`src/rtl/memory_arbiter_pkg.sv`:
```
// Shared types for the memory arbiter: RAM status, arbiter FSM states and word/address typedefs.
package memory_arbiter_pkg;

  localparam int ADDR_W_DEF = 32;
  localparam int WORD_W_DEF = 32;

  typedef logic [WORD_W_DEF-1:0] word_t;
  typedef logic [ADDR_W_DEF-1:0] addr_t;

  typedef enum logic [1:0] {
    FREE   = 2'b00,
    BUSY   = 2'b01,
    ACCESS = 2'b10,
    ERROR  = 2'b11
  } ramstate_t;

  typedef enum logic [1:0] {
    IDLE = 2'b00,
    DREQ = 2'b01,
    IREQ = 2'b10
  } arb_state_t;

endpackage

```
`src/rtl/memory_arbiter_ihold.sv`:
```
// One-entry instruction hold register (valid, addr, data). Compiled only when IHOLD_EN is defined.
`ifdef IHOLD_EN
module ihold_buffer
  import memory_arbiter_pkg::*;
#(
  parameter int ADDR_W = 32,
  parameter int WORD_W = 32
) (
  input  logic              CLK,
  input  logic              nRST,
  input  logic              load,
  input  logic [ADDR_W-1:0] load_addr,
  input  logic [WORD_W-1:0] load_data,
  input  logic              wr_hit,
  input  logic [ADDR_W-1:0] wr_addr,
  input  logic              lookup,
  input  logic [ADDR_W-1:0] lookup_addr,
  output logic              hit,
  output logic [WORD_W-1:0] data
);

  logic              valid;
  logic [ADDR_W-1:0] addr_q;
  logic [WORD_W-1:0] data_q;
  logic              inv;

  // A store to the held address makes the copy stale in the very cycle it completes.
  assign inv = wr_hit && valid && (wr_addr == addr_q);

  always_ff @(posedge CLK or negedge nRST) begin
    if (!nRST) begin
      valid <= 1'b0;
    end else if (load) begin
      valid <= 1'b1;
    end else if (inv) begin
      valid <= 1'b0;
    end
  end

  always_ff @(posedge CLK) begin
    if (load) begin
      addr_q <= load_addr;
      data_q <= load_data;
    end
  end

  assign hit  = lookup && valid && (lookup_addr == addr_q) && !inv;
  assign data = data_q;

endmodule
`endif

```
`src/rtl/memory_arbiter.sv`:
```
// Single-port RAM arbiter between instruction fetch and data access, data first.
// Optional IHOLD_EN macro adds a one-entry instruction hold register (ihold_buffer).
module memory_arbiter
  import memory_arbiter_pkg::*;
#(
  parameter int ADDR_W = 32,
  parameter int WORD_W = 32
) (
  input  logic              CLK,
  input  logic              nRST,
  input  logic              iREN,
  input  logic [ADDR_W-1:0] iaddr,
  output logic              ihit,
  output logic [WORD_W-1:0] iload,
  input  logic              dREN,
  input  logic              dWEN,
  input  logic [ADDR_W-1:0] daddr,
  input  logic [WORD_W-1:0] dstore,
  output logic              dhit,
  output logic [WORD_W-1:0] dload,
  output logic              ramREN,
  output logic              ramWEN,
  output logic [ADDR_W-1:0] ramaddr,
  output logic [WORD_W-1:0] ramstore,
  input  logic [WORD_W-1:0] ramload,
  input  logic [1:0]        ramstate
);

  arb_state_t        state, state_n;
  ramstate_t         rs;
  logic              dreq;
  logic              ram_dhit, ram_ihit;
  logic              hold_hit;
  logic [WORD_W-1:0] hold_data;

  assign rs   = ramstate_t'(ramstate);
  assign dreq = dREN | dWEN;

  // Hits are only valid while the owning request is still held.
  assign ram_dhit = (state == DREQ) && dreq && (rs == ACCESS);
  assign ram_ihit = (state == IREQ) && iREN && (rs == ACCESS);

  always_ff @(posedge CLK or negedge nRST) begin
    if (!nRST) begin
      state <= IDLE;
    end else begin
      state <= state_n;
    end
  end

  always_comb begin
    state_n  = state;
    ramREN   = 1'b0;
    ramWEN   = 1'b0;
    ramaddr  = '0;
    ramstore = '0;
    unique case (state)
      IDLE: begin
        if (dreq) begin
          state_n = DREQ;
        end else if (iREN && !hold_hit) begin
          state_n = IREQ;
        end
      end
      DREQ: begin
        ramaddr  = daddr;
        ramstore = dstore;
        ramWEN   = dWEN;
        ramREN   = dREN & ~dWEN;
        if (!dreq || ram_dhit || rs == ERROR) begin
          state_n = IDLE;
        end
      end
      IREQ: begin
        ramaddr = iaddr;
        ramREN  = 1'b1;
        if (!iREN || ram_ihit || rs == ERROR) begin
          state_n = IDLE;
        end
      end
      default: state_n = IDLE;
    endcase
  end

`ifdef IHOLD_EN
  ihold_buffer #(
    .ADDR_W(ADDR_W),
    .WORD_W(WORD_W)
  ) u_ihold (
    .CLK        (CLK),
    .nRST       (nRST),
    .load       (ram_ihit),
    .load_addr  (iaddr),
    .load_data  (ramload),
    .wr_hit     (ram_dhit & dWEN),
    .wr_addr    (daddr),
    .lookup     (iREN && (state != IREQ)),
    .lookup_addr(iaddr),
    .hit        (hold_hit),
    .data       (hold_data)
  );
`else
  assign hold_hit  = 1'b0;
  assign hold_data = '0;
`endif

  assign dhit  = ram_dhit;
  assign dload = ram_dhit ? ramload : '0;
  assign ihit  = ram_ihit | hold_hit;
  assign iload = ram_ihit ? ramload : (hold_hit ? hold_data : '0);

endmodule

```
`config.mk`:
```
export PLATFORM = sky130hd
export DESIGN_NAME = memory_arbiter
export DESIGN_NICKNAME = d
export VERILOG_FILES = /design/src/rtl/memory_arbiter_pkg.sv /design/src/rtl/memory_arbiter_ihold.sv /design/src/rtl/memory_arbiter.sv
export SDC_FILE = /design/constraint.sdc
export NUM_CORES = 1
export LEC_CHECK = 0
export ABC_CLOCK_PERIOD_IN_PS = 2800
export CELL_PAD_IN_SITES_DETAIL_PLACEMENT = 0
export CELL_PAD_IN_SITES_GLOBAL_PLACEMENT = 1
export CORE_AREA = 4 4 104 145
export DETAILED_ROUTE_END_ITERATION = 6
export DIE_AREA = 0 0 108 149
export PLACE_DENSITY = 0.8
export REMOVE_ABC_BUFFERS = 1
export SLEW_MARGIN = 15
export SYNTH_ARGS = -nofsm -noshare
export SYNTH_HDL_FRONTEND = slang
export SYNTH_HIERARCHICAL = 1
export SYNTH_SLANG_ARGS = --single-unit
```
`constraint.sdc`:
```
create_clock -name CLK -period 2.8 [get_ports CLK]
set_clock_uncertainty 0.15 [all_clocks]
set_input_delay 0.84 -clock CLK [delete_from_list [all_inputs] [get_ports CLK]]
set_output_delay 0.84 -clock CLK [all_outputs]
set_load 0.02 [all_outputs]
```
# Word-level counts from Yosys, hierarchy flattened
# Cells that the tools add are included.
# Widths: inputs -> output; s select.
op_classes:
  eq_ne: 7
  n_reduce_logical: 12
  n_bitwise: 3
  n_mux: 11
op_table:
  columns: ["op", "count"]
  rows:
  - ["$mux 32", 3]
  - ["$pmux 32 s2", 1]
  - ["$mux 2", 4]
  - ["$eq 2x2->1 const B", 3]
  - ["$pmux 2 s3", 1]
  - ["$logic_and 1x1->1", 4]
  - ["$logic_or 1x1->1", 4]
  - ["$ne 2x1->1 const B", 2]
  - ["$ne 3x3->1 const B", 1]
  - ["$reduce_and 3->1", 1]
  - ["$eq 2x1->1 const B", 1]
  - ["$logic_not 1->1", 2]
  - ["$logic_not 2->1", 1]
  - ["$pmux 1 s2", 1]
  - ["$and 1x1->1", 1]
  - ["$mux 1", 1]
  - ["$not 1->1", 1]
  - ["$or 1x1->1", 1]
word_totals:
  in_bits: 135
  elab_cells: 34
  register_bits: 2

# Depth between registers and ports, before layout
logic_depth:
  word_depth: 7
  ltp_mapped: 7
  mapped_depth_nobuf: 5

# Worst setup path before layout
# OpenSTA, ideal clock, no wires.
synth_path:
  path_kind: "input port to output port"
  from: "in dWEN"
  to: "out dload[22]"
  n_path_buf: 1
  arrival_time_ns: 1.700
  setup_slack_ns: 0.110
  path_stages: 4
  path_cell_list: "o21ai_1 nor3b_2 buf_2 and2_1"
synth_via:
  elab_chain_cells: 4
synth_lines:
  columns: ["element", "line", "rtl"]
  rows:
  - ["from (decl)", "memory_arbiter.sv:16", "input logic dWEN,"]
  - ["$or 1x1->1", "memory_arbiter.sv:37", "assign dreq = dREN | dWEN;"]
  - ["$logic_and 1x1->1 (2 in series)", "memory_arbiter.sv:40", "assign ram_dhit = (state == DREQ) && dreq && (rs == ACCESS);"]
  - ["via dhit", "memory_arbiter.sv:19", "output logic dhit,"]
  - ["$mux 32", "memory_arbiter.sv:108", "assign dload = ram_dhit ? ramload : '0;"]
  - ["to (decl)", "memory_arbiter.sv:20", "output logic [WORD_W-1:0] dload,"]
# The timed path passes the listed nets, and every way through them passes these cells.

# Worst setup path after layout
layout_path:
  from: "in dREN"
  to: "out dload[15]"
layout_via:
  elab_chain_cells: 4
layout_lines:
  columns: ["element", "line", "rtl"]
  rows:
  - ["from (decl)", "memory_arbiter.sv:15", "input logic dREN,"]
  - ["$or 1x1->1", "memory_arbiter.sv:37", null]
  - ["$logic_and 1x1->1 (2 in series)", "memory_arbiter.sv:40", null]
  - ["$mux 32", "memory_arbiter.sv:108", null]
# Every way passes these cells.

==> results.md <==
- Count leader, synth: and2_1
- Initial antenna violation count: 2
- Final HPWL DP: 9160 um
- DRT iter0 DRCs: 135
- Clk network pwr share: 0.085
- Syn avg cell area: 6.60 um^2
- RSZ-0062 raised after global routing: true
- Root Driver: clkbuf_16
- Final hold slack: 0.595 ns
- Via density: 4.09
- Share of the clock period used by the worst path: 1.01
- Min cycle time layout: 2.83 ns
- CP Data Required Time: 1.81 ns
- Worst Path Max Fanout: 5
- Starting density of the core: 0.0981
- Worst-path clk slew: 0.03 ns
- Layout cell share with drive strength beyond 1: 0.430
- Top FF cell, synth: dfrtp_1
- Die area: 16100 um^2
- Warning count from the yosys run: 6
- Max rail drop VDD: 0.280 mV
- Sw Share: 0.471
- Final hold vios: 0
- Fin area: 4730 um^2
- Longest Clk Path Bufs: 2
- Leak: 2.15 nW
- DR WL/cell: 19.1 um
- Crit path arrival time: 1.84 ns
- Synth cell types: 22
- # hold bufs at CTS: 0
- Syn Inst Count: 206
- Gpl congestion: 0.728
- Die height: 149 um
- Antenna diode count: 0
- Worst hold path class: reg -> reg
- Top Ports: 267
- Routed WL: 12900 um
- Placed Area: 4320 um^2
- PD cells: 553 nW/um^2
- Setup WS post-layout: -0.0270 ns
- Worst-Margin Slew: 0.310 ns
- Antenna Nets Post-Route: 0
- Biggest register: state
- Tot Pwr: 2.62 mW
- Max-cap violation count: 0
- Area Overhead vs Synth: 248%
- Multi-input gate area: 1410 um^2
- GR Util All Layers: 0.144
- Vias in the first global route: 3027
- Post-synth top area cell: and2_1
- Final Max Slew Viols: 0
- Max reg flops: 2
- Reg power frac: 0.020
- Failing checks: negative setup slack
- Post-layout util: 0.342
- Residual DRC count: 0
- Fmax: 0.354 GHz
- First-pass GRT wire length: 17600 um
- Pre-antenna DRT Iters: 4
- Top Registers: state x2
- Total CTS buffers: 3
- CP startpoint kind: primary input
- Mapped Area: 1360 um^2
- Largest net degree at the start of global routing: 35
- P_int: 1.38 mW
- Setup TNS: -0.0415 ns
- Clock Sinks: 2
- Synth cell count leaders: and2_1, a22oi_1, nor2b_1, clkbuf_1, buf_2
- Final setup viols: 2
- Relative slew margins: 0.790
- Clk Latency, worst-skew pair: 0.22 ns
- Sw power: 1.23 mW
- Nets: 628
- FP Rows: 51
- GR Overflow Total: 0
- Via Count: 2751
- Worst setup path class: in -> out
- Crit. End Element: output pin
- Register area share after synthesis: 0.0368
- CTS tree: yes
- Share of the synthesized area in the top cell type: 0.447
- H-tree Lvls: 1
- Placeable Area: 13800 um^2
- Reg-to-reg slack, setup: 1.14 ns
- Outcome: complete, but fails checks
- Seq. cell area: 50.0 um^2
- Synth top area cells: and2_1, a22oi_1, nor2b_1
- EDFF count, synth: 0
- Number of synthesized register bits: 2
- FFs w/ async S/R, synth: 1.00
- Combinational Power Share: 0.896
- Post-route insts no fill: 673
- Fillcell total: 1456
- Die width: 108 um
- Post-placement cell count: 652
- IO Port Bufs: 266
- Pre-CTS setup slack: -1.04 ns
==> area by class of cell <==
class,instances,area share
repair buffers,299,0.624
multi-input cells,181,0.298
well taps,185,0.0489
clock buffers,3,0.0159
flip-flops and latches,2,0.0106
inverters,3,0.00238
==> power groups by stage <==
stage | combinational [mW] | sequential (mW) | clock [mW]
final | 2.34 | 0.0511 | 0.222
after detailed placement | 2.14 | 0.0458 | 0
after global routing | 2.49 | 0.0515 | 0.230
after global placement | 2.12 | 0.0449 | 0
after CTS | 2.32 | 0.0512 | 0.225
after floorplan | 0.991 | 0.0436 | 0
==> per-layer routing <==
| metal | routed length [um] | up-vias | part of all wire | GRT usage |
|---|---|---|---|---|
| met1 | 4440 | 1245 | 0.34 | 0.142 |
| met5 | 15 | - | 0.0012 | 0 |
| li1 | - | 1255 | - | - |
| met4 | 146 | 4 | 0.011 | 0.0322 |
| met3 | 2000 | 14 | 0.16 | 0.0658 |
| met2 | 6270 | 233 | 0.49 | 0.270 |
==> what timing repair did <==
action                                  in CTS  in global routing
gates cloned                                 8                  1
gates resized for setup                    523                111
pin swaps                                    9                 20
endpoints found under the setup margin     122                 75
setup buffers                               10                  4
==> layout by cell type (no fill, tap or decap), drive strengths merged, types with 2 or more instances in the layout <==
master / count
dlygate4sd2: 19
o21ai: 3
and2: 97
nor2b: 32
nand2b: 2
clkdlybuf4s50: 129
ha: 3
clkdlybuf4s15: 5
clkbuf: 5
buf: 143
dfrtp: 2
inv: 3
a22oi: 32
nor3b: 2
==> kinds of logic (layout without fill, tap and decap cells) <==
family          Yosys count  after routing  share of synthesized area
compound gates           41             41                      0.224
fa+ha+maj                 3              3                     0.0276
buf+inv                  23            305                     0.0709
simple gates            137            137                      0.641
flops                     2              2                     0.0368
==> final timing paths <==
kind	depth (start not counted)	endpoint	startpoint
setup / recovery	8	dload[15]	dREN
hold / removal	3	state[1]	state[1]
setup reg to reg	7	state[0]	state[1]
hold reg to reg	3	state[1]	state[1]
max in group asynchronous	1	state[1]	nRST
min in group asynchronous	1	state[0]	nRST
==> worst max-delay path, stage by stage <==
cell,delay (ns)
buf_8,0.10
o21ai_4,0.17
nor3b_2,0.07
buf_6,0.15
buf_16,0.14
buf_6,0.10
and2_4,0.13
buf_6,0.12
Power figures use the tool's default switching activity.
